==> src/rtl/ram_capture_pkg.sv <==
// Shared definitions for the RAM capture controller: FSM states, APB register map
// and STATUS field layout.
package ram_capture_pkg;

    typedef enum logic [1:0] {
        ST_IDLE    = 2'd0,
        ST_CAPTURE = 2'd1,
        ST_FULL    = 2'd2,
        ST_READ    = 2'd3
    } cap_state_e;

    localparam logic [3:0] REG_DATA   = 4'h0;
    localparam logic [3:0] REG_STATUS = 4'h4;

    localparam int unsigned STATUS_COUNT_LSB = 0;
    localparam int unsigned STATUS_COUNT_W   = 16;
    localparam int unsigned STATUS_STATE_LSB = 16;

endpackage

==> src/rtl/ram_capture_apb_if.sv <==
// APB slave front end for the capture buffer: register decode, wait-state and error
// generation. Read parity checking is enabled by RAM_PARITY_EN.
module ram_capture_apb_if
    import ram_capture_pkg::*;
#(
    parameter int unsigned DW = 8,
    parameter int unsigned CW = 9
) (
    input  logic          clk,
    input  logic          rst_h,
    input  logic          psel,
    input  logic          penable,
    input  logic          pwrite,
    input  logic [15:0]   paddr,
    input  cap_state_e    state,
    input  logic [CW-1:0] count,
    input  logic [DW:0]   ram_rdata,
    output logic          rd_issue,
    output logic          pop,
    output logic [31:0]   prdata,
    output logic          pready,
    output logic          pslverr
);

    logic        rd_wait_q, rd_wait_d;
    logic        pready_q, pready_d;
    logic        pslverr_q, pslverr_d;
    logic [31:0] prdata_q, prdata_d;
    logic        setup, can_pop, data_ok, status_rd, par_err;
    logic [31:0] status_word;
    logic        unused_bits;

`ifdef RAM_PARITY_EN
    assign par_err     = ^ram_rdata;
    assign unused_bits = ^paddr[15:4];
`else
    assign par_err     = 1'b0;
    assign unused_bits = ^{paddr[15:4], ram_rdata[DW]};
`endif

    always_comb begin
        setup     = psel && !penable;
        can_pop   = (state == ST_FULL || state == ST_READ) && count != '0;
        data_ok   = setup && !pwrite && paddr[3:0] == REG_DATA && can_pop;
        status_rd = setup && !pwrite && paddr[3:0] == REG_STATUS;

        status_word = '0;
        status_word[STATUS_COUNT_LSB +: STATUS_COUNT_W] = STATUS_COUNT_W'(count);
        status_word[STATUS_STATE_LSB +: 2] = state;

        rd_wait_d = data_ok;
        pready_d  = 1'b0;
        pslverr_d = 1'b0;
        prdata_d  = '0;
        // RAM data for an accepted DATA read lands during the first access cycle
        if (rd_wait_q) begin
            pready_d  = 1'b1;
            pslverr_d = par_err;
            prdata_d  = 32'(ram_rdata[DW-1:0]);
        end else if (status_rd) begin
            pready_d = 1'b1;
            prdata_d = status_word;
        end else if (setup && !data_ok) begin
            pready_d  = 1'b1;
            pslverr_d = 1'b1;
        end
    end

    always_ff @(posedge clk) begin
        if (rst_h) begin
            rd_wait_q <= 1'b0;
            pready_q  <= 1'b0;
            pslverr_q <= 1'b0;
            prdata_q  <= '0;
        end else begin
            rd_wait_q <= rd_wait_d;
            pready_q  <= pready_d;
            pslverr_q <= pslverr_d;
            prdata_q  <= prdata_d;
        end
    end

    assign rd_issue = data_ok && !rst_h;
    assign pop      = rd_wait_q;
    assign prdata   = prdata_q;
    assign pready   = pready_q;
    assign pslverr  = pslverr_q;

endmodule

==> src/rtl/ram_capture_ctrl.sv <==
// Capture controller: fills an external RAM from a sample generator, then drains it
// over APB one sample per DATA read. RAM_PARITY_EN adds a parity bit to each word.
module ram_capture_ctrl
    import ram_capture_pkg::*;
#(
    parameter int unsigned DEPTH = 256,
    parameter int unsigned DW    = 8,
    localparam int unsigned AW   = $clog2(DEPTH)
) (
    input  logic          clk,
    input  logic          rst_h,
    input  logic          start,
    input  logic [DW-1:0] gen_data,
    input  logic          gen_valid,
    output logic [AW-1:0] ram_waddr,
    output logic [DW:0]   ram_wdata,
    output logic          ram_we,
    output logic [AW-1:0] ram_raddr,
    output logic          ram_re,
    input  logic [DW:0]   ram_rdata,
    input  logic          psel,
    input  logic          penable,
    input  logic          pwrite,
    input  logic [15:0]   paddr,
    output logic [31:0]   prdata,
    output logic          pready,
    output logic          pslverr,
    output logic          full
);

    localparam int unsigned CW = AW + 1;

    cap_state_e    state_q, state_d;
    logic [AW-1:0] wptr_q, wptr_d;
    logic [AW-1:0] rptr_q, rptr_d;
    logic [CW-1:0] count_q, count_d;
    logic          wr_en, rd_issue, pop, wpar;

`ifdef RAM_PARITY_EN
    assign wpar = ^gen_data;
`else
    assign wpar = 1'b0;
`endif

    always_comb begin
        state_d = state_q;
        wptr_d  = wptr_q;
        rptr_d  = rptr_q;
        count_d = count_q;
        // start low in CAPTURE closes the buffer, so a coincident sample is dropped
        wr_en   = state_q == ST_CAPTURE && start && gen_valid && !rst_h;

        case (state_q)
            ST_IDLE: begin
                if (start) begin
                    wptr_d  = '0;
                    rptr_d  = '0;
                    count_d = '0;
                    state_d = ST_CAPTURE;
                end
            end
            ST_CAPTURE: begin
                if (!start) begin
                    state_d = ST_FULL;
                end else if (gen_valid) begin
                    wptr_d  = wptr_q + 1'b1;
                    count_d = count_q + 1'b1;
                    if (count_q == CW'(DEPTH - 1)) state_d = ST_FULL;
                end
            end
            ST_FULL: begin
                if (rd_issue) begin
                    state_d = ST_READ;
                end else if (count_q == '0 && !psel) begin
                    state_d = ST_IDLE;
                end
            end
            ST_READ: begin
                if (pop) begin
                    rptr_d  = rptr_q + 1'b1;
                    count_d = count_q - 1'b1;
                    state_d = ST_FULL;
                end
            end
            default: state_d = ST_IDLE;
        endcase
    end

    always_ff @(posedge clk) begin
        if (rst_h) begin
            state_q <= ST_IDLE;
            wptr_q  <= '0;
            rptr_q  <= '0;
            count_q <= '0;
        end else begin
            state_q <= state_d;
            wptr_q  <= wptr_d;
            rptr_q  <= rptr_d;
            count_q <= count_d;
        end
    end

    ram_capture_apb_if #(
        .DW(DW),
        .CW(CW)
    ) u_apb_if (
        .clk      (clk),
        .rst_h    (rst_h),
        .psel     (psel),
        .penable  (penable),
        .pwrite   (pwrite),
        .paddr    (paddr),
        .state    (state_q),
        .count    (count_q),
        .ram_rdata(ram_rdata),
        .rd_issue (rd_issue),
        .pop      (pop),
        .prdata   (prdata),
        .pready   (pready),
        .pslverr  (pslverr)
    );

    assign ram_we    = wr_en;
    assign ram_waddr = wptr_q;
    assign ram_wdata = wr_en ? {wpar, gen_data} : '0;
    assign ram_re    = rd_issue;
    assign ram_raddr = rptr_q;
    assign full      = (state_q == ST_FULL || state_q == ST_READ) && count_q == CW'(DEPTH);

endmodule

==> config.mk <==
export PLATFORM = sky130hd
export DESIGN_NAME = ram_capture_ctrl
export DESIGN_NICKNAME = d
export VERILOG_FILES = /design/src/rtl/ram_capture_pkg.sv /design/src/rtl/ram_capture_apb_if.sv /design/src/rtl/ram_capture_ctrl.sv
export SDC_FILE = /design/constraint.sdc
export NUM_CORES = 1
export LEC_CHECK = 0
export ABC_CLOCK_PERIOD_IN_PS = 3600
export BUFFER_PORTS_ARGS = -buffer_cell sky130_fd_sc_hd__buf_4
export CORE_UTILIZATION = 26
export CTS_BUF_LIST = sky130_fd_sc_hd__clkbuf_16
export CTS_CLUSTER_DIAMETER = 80
export DETAILED_ROUTE_END_ITERATION = 7
export PLACE_DENSITY = 0.51
export SLEW_MARGIN = 5
export SYNTH_ARGS = -nofsm -noshare
export SYNTH_HDL_FRONTEND = slang
export SYNTH_SLANG_ARGS = --single-unit
==> constraint.sdc <==
create_clock -name clk -period 3.6 [get_ports clk]
set_clock_uncertainty 0.15 [all_clocks]
set_input_delay 0.18 -clock clk [delete_from_list [all_inputs] [get_ports clk]]
set_output_delay 0.18 -clock clk [all_outputs]
set_load 0.05 [all_outputs]
-- After elaboration in Yosys (flattened, before gate mapping)
Index checks and enable logic that the tools add are counted.
- output and inout bits: 62
- register bits after elaboration: 62
- input port bits: 40
- word-level logic and storage cells: 86
- bitwise operators: 1
- add/sub/neg operators: 4
- equality and inequality tests: 13
- reduce and logical (&&, ||, !) cells: 33
- mux-type cells: 25
- operators by type and width (operator ; count):
    $mux 8 ; 7
    $mux 9 ; 4
    $pmux 8 s2 ; 2
    $pmux 9 s3 ; 1
    $add 8x1->8 const B ; 2
    $mux 2 ; 7
    $logic_and 1x1->1 ; 13
    $reduce_and 5->1 ; 2
    $add 9x1->9 const B ; 1
    $eq 9x8->1 const B ; 1
    $eq 9x9->1 const B ; 1
    $logic_not 9->1 ; 1
    $reduce_bool 9->1 ; 1
    $sub 9x1->9 const B ; 1
    $pmux 2 s4 ; 1
    $ne 2x2->1 const B ; 3
    $ne 3x3->1 const B ; 2
    $reduce_or 3->1 ; 2
    $logic_not 1->1 ; 5
    $eq 2x2->1 const B ; 2
    $eq 4x3->1 const B ; 1
    $logic_not 4->1 ; 1
    $reduce_and 4->1 ; 1
    $reduce_bool 2->1 ; 2
    other kinds (10) ; 12

-- Depth between registers and ports, before layout
Gate-level depths: netlist of run 1.
- depth after elaboration: 10
- gate-level depth with buffers: 10

-- By module
A second synthesis of run 1 with hierarchy kept.
- cells, all modules: 297
- area, all modules: 2487.4 µm²
- modules (own cells, without submodules) (module ; times used ; area each (µm²) ; seq. area each (µm²) ; cells an instance):
    ram_capture_ctrl ; 1 ; 1776.7 ; 540.5 ; 223
    ram_capture_apb_if ; 1 ; 710.7 ; 280.3 ; 74

-- Least setup slack after synthesis of run 1
No wires, ideal clock.
- path type: reg2reg
- start point: reg state_q[1]
- end point: reg count_q[8]
- buffers on the path: 1
- slack: 0.593 ns
- arrival time: 2.782 ns
- clock period less this slack: 3.007 ns
- stages on the path, launching flop included: 10
- data required time: 3.376 ns
- cell sequence: dfxtp_1 > clkbuf_1 > inv_1 > nor2_1 > ha_1 > a21o_1 > or3_1 > o221a_1 > or4b_1 > a31oi_1
- longest elaborated chain between the ends: 3
- elaborated cells on any way between the ends: 10
- classes of those cells: eq/ne (6); mux (1); reduce/logical (3)
- ends and longest elaborated chain (element ; line ; RTL):
    start, declared ; ram_capture_ctrl.sv:33 ; cap_state_e state_q, state_d;
    start signal, assigned ; ram_capture_ctrl.sv:96 ; state_q <= state_d;
    $eq 2x1->1, or another cell as far along ; ram_capture_ctrl.sv:53 ; case (state_q)
    $ne 2x2->1 (no line), or another cell as far along ; - ;
    $reduce_and 5->1 (no line) ; - ;
    end signal, assigned ; ram_capture_ctrl.sv:99 ; count_q <= count_d;
    end, declared ; ram_capture_ctrl.sv:36 ; logic [CW-1:0] count_q, count_d;
Parallel ways exist; a longest one is shown, timed or not.
A chain may end at the register's enable or synchronous reset.

-- Worst setup path after layout of run 1
- start point: reg state_q[0]
- end point: reg count_q[8]
The elaborated chain is that of the path after synthesis.

==> results of run 1 <==
cells by family (layout without fill, tap and decap cells):
family,Yosys count,in the layout
other,1,22
adders and majority gates,10,10
muxes,10,10
xor gates and xnor gates,12,12
DFF,41,41
and+or+nand+nor,120,120
buffers and inverters,38,90
AOI/OAI and AO/OA,40,40
per-stage QoR:
step                      total power, mW  instance area, sq um  setup slack, ps  hold slack, ps  utilization, %
final                                1.09                  3020              817           -1.39            36.2
after global routing                 1.14                  3020              696            36.8            36.2
after CTS                            1.11                  3020              827            1.87            36.2
after detailed placement            0.611                  2810              849             272            33.7
after global placement              0.610                  2810              875             272            33.7
after floorplan                     0.588                  2350              593             178               -
worst max path at each step:
stage          slack [ps]  startpoint  cells after the start          to
2_1_floorplan         590  state_q[1]                      9  count_q[8]
3_3_place_gp          880  state_q[0]                      8  count_q[8]
3_5_place_dp          850  state_q[0]                      8  count_q[8]
4_1_cts               830  state_q[0]                      8  count_q[8]
5_1_grt               700  state_q[0]                      8  count_q[8]
6_report              820  state_q[0]                     10  count_q[8]
per-layer routing:
metal | share of wire [%] | routed length [um]
met4 | 1.6 | 85
met1 | 45 | 2460
met5 | 0 | 0
met2 | 48 | 2580
met3 | 5.4 | 290
flip-flops by register name, summed over array words and instances, names as in the netlist:
signal and count:
u_apb_if.pop 1, ram_raddr 8, ram_waddr 8, count_q 9, state_q 2, u_apb_if.pready 1
u_apb_if.prdata 11, u_apb_if.pslverr 1
final cells by class:
| cell class | count | area (sq um) | area share [%] |
|---|---|---|---|
| Inverter | 7 | 26.3 | 0.869 |
| Timing Repair Buffer | 76 | 583 | 19.3 |
| Clock buffer | 5 | 125 | 4.14 |
| Clock inverter | 2 | 35.0 | 1.16 |
| Sequential cell | 41 | 821 | 27.2 |
| Tap cell | 105 | 131 | 4.35 |
| Multi-Input combinational cell | 214 | 1300 | 43.0 |
cell usage in the layout, fill, tap and decap left out, drive strengths merged, types with 8 or more instances in the layout:
cell / netlist / final
buf: 24 / 71
dfxtp: 41 / 41
nor2: 37 / 37
conb: 1 / 22
nand2: 17 / 17
a21oi: 13 / 13
nand3: 10 / 10
mux2i: 10 / 10
xor2: 10 / 10
and2: 9 / 9
ha: 9 / 9
nor3: 8 / 8
repair_timing:
action	CTS	global route
hold buffers	5	0
endpoints found under the hold margin	5	0
setup endpoints to repair	0	0
power breakdown:
group          switching [mW]  total, mW  leakage (nW)  internal (mW)
Sequential            0.00302      0.461         0.331          0.458
Combinational           0.103      0.144         0.937         0.0411
Clock                   0.165      0.486        0.0797          0.321
Total                   0.271       1.09          1.35          0.820
worst min-delay path, delay by kind of cell:
family,cells,cell delay [ps]
AND/OR/NAND/NOR,1,80
buffers and inverters,1,80
multiplexers,1,50
==> run summary, run 1 <==
diode count = 0
number of antenna violations at the first check in global routing = 0
Tightest Pin Transition = 705 ps
synth unique cells = 47
CP cell instances = inv_1, nor2_1, buf_4, inv_1, fa_1, nor2b_1, o31a_1, o32ai_1, or4b_1, a31oi_1
post-layout min period = 2780 ps
Hold Path End = u_apb_if.prdata[2]
crit path DAT = 2840 ps
setup violators final = 0
XOR/XNOR Fraction of Synth Area = 4.63%
Starting Density = 27.2%
Clock Latency Late Sink = 280 ps
number of synthesized register bits = 41
critical setup path kind = register to register
met2 Use GR = 20.8%
Worst Reg2Reg Path Length in Cells = 10
GR Util met1 = 15.5%
Die X = 95.4 um
cell row count = 33
Worst VDD drop = 0.167 mV
critical path's slowest cell = or4b_1
WHS = -1.39 ps
fin cells = 450
power density over the cells = 361 nW/um^2
clock sink total = 41
CTS buffer count = 5
gp weighted congestion = 0.793
Max Cap Viol = 0
Root Driver = clkbuf_16
Setup crit start kind = register
multiplexer share of the synthesized area = 4.41%
CP most frequent cell = inv_1
Worst-path clk slew = 60 ps
R2R Path End = count_q[8]
met3 usage = 2.15%
Synth Warn # = 0
dominant synthesized flop cell = dfxtp_1
post-DR vias/cell = 4.63
Pre-antenna DRT Iters = 4
# fillers = 880
total gr overflow = 0
Slew Limit Fails = 0
violated checks = hold timing
FFs w/ async S/R, synth = 0%
f_max = 0.359 GHz
Hold Path Depth = 3
1st-iter DRT viols = 120
leakage = 1.35 nW
outcome = finished with violations
hold path startpoint = ram_rdata[2]
unrepaired setup endpoints after global routing = no
top cell family by delay on the critical path = simple AND/OR/NAND/NOR gates
Compound-Gate Fraction of Synth Area = 11.9%
first-pass GRT wire length = 8490 um
die area = 9100 sq um
port bufs = 66
register area share after synthesis = 36.2%
period utilisation layout = 77.3%
H-tree levels = 2
Buf/Inv on CP = 3
IO Pins = 102
top-count cell post-synth = dfxtp_1
postcts setup bufs = 0
largest cells by area after synthesis = dfxtp_1 36%, buf_4 7.3%, nor2_1 6.1%, ha_1 5.0%, mux2i_1 4.4%
worst endpoint required time = 3660 ps
Residual DRC = 0
Final ANT Viol Nets = 0
largest net degree at the start of global routing = 29
Nets = 395
WL per Instance = 12.0 um
post-synth top area share = 36.2%
crit end category = register
most frequent cells after synthesis = 41 x dfxtp_1, 37 x nor2_1, 22 x buf_4, 17 x nand2_1, 13 x a21oi_1
GRT Util Overall = 12.3%
Reg2Reg Setup Slack = 820 ps
placed cells = 438
RR Startpoint = state_q[0]
Slew headroom = 52.7%
largest family of logic cells by synthesized area = simple AND/OR/NAND/NOR gates
setup TNS = 0 ps
simple-gate share of the synthesized area = 27.0%
via count = 2083
routed wire length = 5420 um
Critical Path Max Stage Delay = 470 ps
clock buffer depth = 2
vias in the first global route = 1805
CTS tree = yes
Layout area overhead = 33.3%
Post-CTS Resized = 0
DP Wirelength = 4130 um
HP Class = input port to register
core box area = 8340 sq um
share of cells above drive strength 1 = 23.2%
die height = 95.4 um
GRT busiest layer = met2
Synth area leader = dfxtp_1
Syn Inst Count = 272
Final Hold Fails = 1
Post-synth EDFFs = 0
crit-path max FO = 7
synthesized cell area = 2270 sq um
Syn Area/Cell = 8.34 sq um
Post-Synth Adder-Cell Area = 5.85%
Power figures use the tool's default switching activity.
==> run 2, diff against run 1 <==
- ABC_CLOCK_PERIOD_IN_PS: 3600 -> 2900
- clock period: 3.6 -> 2.9 ns (I/O delays scaled with it)
==> run summary, run 2 (synthesis results as in run 1) <==
GRT Util Overall = 12.8% (+0.51 points)
period utilisation layout = 91.4% (+14 points)
Slew headroom = 47.2% (-5.5 points)
Hold Path Depth = 4 (+1)
WL per Instance = 12.4 um (+2.7%)
WHS = 17.3 ps (+18.7 ps)
met3 WL post-DR = 292 um (+0.69%)
diode count = 0 (unchanged)
Slew Limit Fails = 0 (unchanged)
Cell Area, Placed = 2820 sq um (+0.36%)
largest net degree at the start of global routing = 29 (unchanged)
max FFs per register = 11 (unchanged)
placed cells = 439 (+0.23%)
Worst VDD drop = 0.281 mV (+68%)
leakage = 1.36 nW (+1.2%)
NetSw = 0.368 mW (+36%)
gp weighted congestion = 0.800 (+0.91%)
Comb power frac = 13.3% (about the same)
WL met1 = 2700 um (+9.9%)
clock power share = 45.9% (+1.3 points)
H-tree levels = 2 (unchanged)
postcts setup bufs = 0 (unchanged)
core box area = 8340 sq um (unchanged)
Final Hold Fails = 0 (-1)
setup violators final = 0 (unchanged)
share of cells above drive strength 1 = 23.7% (+0.53 points)
HP Class = input port to register
commonest non-fill, non-tap cell in the layout = buf_4
total power = 1.40 mW (+28%)
Cell Int Power = 1.03 mW (+26%)
Setup crit start kind = register
Starting Density = 27.2% (unchanged)
unrepaired setup endpoints after global routing = no
Die X = 95.4 um (unchanged)
final instance area = 3080 sq um (+1.9%)
number of antenna violations at the first check in global routing = 0 (unchanged)
vias in the first global route = 1846 (+2.3%)
post-layout min period = 2650 ps (-132 ps)
crit path DAT = 2720 ps (-120 ps)
IO Pins = 102 (unchanged)
Root Driver = clkbuf_16
setup TNS = 0 ps (unchanged)
clock sink total = 41 (unchanged)
port bufs = 66 (unchanged)
# fillers = 897 (+1.9%)
die height = 95.4 um (unchanged)
first-pass GRT wire length = 8960 um (+5.6%)
1st-iter DRT viols = 114 (-5.0%)
pre-CTS setup slack = 186 ps (-664 ps)
post-DR vias/cell = 4.49 (-3.0%)
Clock Latency Late Sink = 290 ps (about the same)
DR top layer = met4
Worst Reg2Reg Path Length in Cells = 10 (unchanged)
switching share of power = 26.3% (+1.5 points)
via count = 2044 (-1.9%)
routed wire length = 5630 um (+3.8%)
critical setup path kind = register to register
Tightest Pin Transition = 786 ps (+81.4 ps)
crit-path max FO = 7 (unchanged)
met2 WL = 2590 um (+0.27%)
DP Wirelength = 4120 um (-0.17%)
most frequent cells in the layout = 72 x buf_4, 41 x dfxtp_1, 36 x nor2_1, 22 x conb_1, 17 x nand2_1
total gr overflow = 0 (unchanged)
worst endpoint required time = 2960 ps (-700 ps)
power density over the cells = 454 nW/um^2 (+26%)
Max Cap Viol = 0 (unchanged)
Final ANT Viol Nets = 0 (unchanged)
crit end category = register
Worst-path clk slew = 70 ps (about the same)
final worst slack = 249 ps (-568 ps)
Pre-antenna DRT Iters = 4 (unchanged)
fin cells = 455 (+1.1%)
CTS buffer count = 5 (unchanged)
f_max = 0.377 GHz (+5.0%)
Residual DRC = 0 (unchanged)
cell row count = 33 (unchanged)
Layout area overhead = 35.7%
Nets = 399 (+1.0%)
post-layout util = 36.9% (+0.68 points)
outcome = complete, no violations
CTS tree = yes
sequential power share = 40.8% (-1.4 points)
clock buffer depth = 2 (unchanged)
die area = 9100 sq um (unchanged)
[run 2: changes by cell type in the layout (fill, tap and decap cells not counted)]
cell | previous run | this run
buf_4 | 71 | 72
clkinv_2 | 1 | 0
clkinv_4 | 0 | 1
clkinvlp_4 | 0 | 1
dlygate4sd3_1 | 5 | 8
nor2_1 | 37 | 36
nor2_4 | 0 | 1
[run 2: power groups by stage]
| stage | combinational [mW] | sequential (mW) | clock, mW |
|---|---|---|---|
| 2_1_floorplan | 0.141 | 0.590 | 0 |
| 3_3_place_gp | 0.176 | 0.584 | 0 |
| 3_5_place_dp | 0.177 | 0.584 | 0 |
| 4_1_cts | 0.186 | 0.571 | 0.661 |
| 5_1_grt | 0.201 | 0.571 | 0.681 |
| 6_report | 0.186 | 0.571 | 0.642 |
[run 2: final timing paths]
kind	startpoint	endpoint	slack [ps]
worst min-delay path	penable	u_apb_if.pslverr	20
worst max register to register	state_q[1]	count_q[8]	250
worst min register to register	ram_raddr[1]	ram_raddr[1]	350
worst max-delay path	state_q[1]	count_q[8]	250
[run 2: critical path, cell delays in order, from the launching register on]
cell and delay [ps]:
dfxtp_1 330, inv_1 90, nor2_4 220, buf_4 170
inv_1 50, fa_1 380, nor2b_1 220, o31a_1 230
o32ai_1 110, or4b_1 460, a31oi_1 180
[run 2: metal layers]
layer / track usage (%) / vias to the layer above
li1: - / 1062
met1: 17.0 / 924
met2: 19.9 / 56
met3: 3.03 / 2
met4: 4.98 / 0
met5: 0 / -
[run 2: cell type report]
| cell class | instances | area (sq um) | area share [%] |
|---|---|---|---|
| inverters | 7 | 26.3 | 0.853 |
| well taps | 105 | 131 | 4.27 |
| repair buffers | 80 | 621 | 20.2 |
| clock buffers | 5 | 125 | 4.06 |
| flip-flops and latches | 41 | 821 | 26.7 |
| clock inverters | 3 | 46.3 | 1.50 |
| multi-input cells | 214 | 1310 | 42.5 |
[run 2: what timing repair did]
| item | CTS | global route |
|---|---|---|
| hold buffers | 8 | 0 |
| resized for setup | 0 | 1 |
| endpoints found under the setup margin | 0 | 1 |
| endpoints found under the hold margin | 8 | 0 |
==> run 3, diff against run 2 <==
- CTS_BUF_LIST: sky130_fd_sc_hd__clkbuf_16 -> default
==> run summary, run 3 (synthesis results as in run 1) <==
outcome = complete, no violations
f_max = 0.376 GHz (-0.35%)
setup TNS = 0 ps (unchanged)
first-pass GRT wire length = 8960 um (about the same)
Residual DRC = 0 (unchanged)
HP Class = input port to register
routed wire length = 5600 um (-0.43%)
post-layout util = 36.6% (-0.31 points)
Root Driver = clkbuf_8
core box area = 8340 sq um (unchanged)
unrepaired setup endpoints after global routing = no
die area = 9100 sq um (unchanged)
Slew Limit Fails = 0 (unchanged)
Final ANT Viol Nets = 0 (unchanged)
Cell Area, Placed = 2820 sq um (unchanged)
Nets = 402 (+0.75%)
WL per Instance = 12.2 um (-1.1%)
Worst-path clk slew = 90 ps (+20 ps)
diode count = 0 (unchanged)
Worst VDD drop = 0.239 mV (-15%)
Setup crit start kind = register
worst endpoint required time = 2980 ps (+20 ps)
post-DR vias/cell = 4.48 (-0.17%)
Layout area overhead = 34.6%
gp weighted congestion = 0.800 (unchanged)
cell row count = 33 (unchanged)
vias in the first global route = 1838 (-0.43%)
CTS buffer count = 5 (unchanged)
Die X = 95.4 um (unchanged)
CTS tree = yes
Slew headroom = 47.7% (+0.48 points)
largest net degree at the start of global routing = 29 (unchanged)
post-layout min period = 2660 ps (+9.43 ps)
Max Cap Viol = 0 (unchanged)
most frequent cells in the layout = 72 x buf_4, 41 x dfxtp_1, 36 x nor2_1, 22 x conb_1, 17 x nand2_1
leakage = 1.35 nW (-0.96%)
# fillers = 902 (+0.56%)
period utilisation layout = 91.7% (+0.33 points)
crit end category = register
clock buffer depth = 2 (unchanged)
Tightest Pin Transition = 779 ps (-7.07 ps)
IO Pins = 102 (unchanged)
crit path DAT = 2740 ps (+20 ps)
critical setup path kind = register to register
clock sink total = 41 (unchanged)
die height = 95.4 um (unchanged)
number of antenna violations at the first check in global routing = 0 (unchanged)
final instance area = 3050 sq um (-0.85%)
max FFs per register = 11 (unchanged)
DP Wirelength = 4120 um (unchanged)
setup violators final = 0 (unchanged)
Final Hold Fails = 0 (unchanged)
Starting Density = 27.2% (unchanged)
share of cells above drive strength 1 = 23.5% (-0.20 points)
total gr overflow = 0 (unchanged)
Clock Latency Late Sink = 300 ps (about the same)
postcts setup bufs = 0 (unchanged)
Pre-antenna DRT Iters = 4 (unchanged)
GRT Util Overall = 12.7% (-0.067 points)
1st-iter DRT viols = 98 (-14%)
power density over the cells = 403 nW/um^2 (-11%)
via count = 2054 (+0.49%)
commonest non-fill, non-tap cell in the layout = buf_4
H-tree levels = 2 (unchanged)
crit-path max FO = 7 (unchanged)
port bufs = 66 (unchanged)
## run 3: through the flow
step / instances / hold slack [ps] / total power [mW] / setup WS (ps)
2_1_floorplan: 293 / 143 / 0.731 / 9.87
3_3_place_gp: 439 / 233 / 0.760 / 251
3_5_place_dp: 439 / 240 / 0.761 / 186
4_1_cts: 458 / 10.2 / 1.25 / 149
5_1_grt: 458 / 25.9 / 1.29 / 91.9
6_report: 458 / 7.59 / 1.23 / 239
## run 3: cell type report
type	instances	area, sq um	share of cell area [%]
clock buffers	5	68.8	2.25
clock inverters	3	46.3	1.52
inverters	7	26.3	0.861
multi-input cells	214	1310	42.9
flip-flops and latches	41	821	26.9
well taps	105	131	4.30
repair buffers	83	651	21.3
## run 3: worst paths after layout
kind | from | to | slack (ps) | depth (start not counted)
hold reg to reg | ram_raddr[1] | ram_raddr[1] | 350 | 2
setup / recovery | state_q[1] | count_q[8] | 240 | 10
setup reg to reg | state_q[1] | count_q[8] | 240 | 10
hold / removal | start | state_q[0] | 8 | 3
## run 3: layer usage
metal / vias to the layer above / share of wire [%] / GRT usage (%)
met1: 926 / 49 / 17.2
met2: 59 / 46 / 19.9
met3: 4 / 5.0 / 2.95
met5: - / 0 / 0
li1: 1065 / - / -
met4: 0 / 0.82 / 4.23
## run 3: where the power goes
group | switching [mW] | internal, mW
clock network | 0.213 | 0.258
registers | 0.00369 | 0.567
logic | 0.131 | 0.0587
total | 0.347 | 0.883
## run 3: critical path, stage by stage (launching register included)
cell	delay [ps]
dfxtp_1	340
inv_1	90
nor2_4	220
buf_4	170
inv_1	50
fa_1	380
nor2b_1	220
o31a_1	230
o32ai_1	110
or4b_1	460
a31oi_1	180
## run 3: repair_timing
item | CTS | global route
endpoints found under the hold margin | 11 | 0
hold buffers | 11 | 0
endpoints found under the setup margin | 0 | 1
resized for setup | 0 | 1
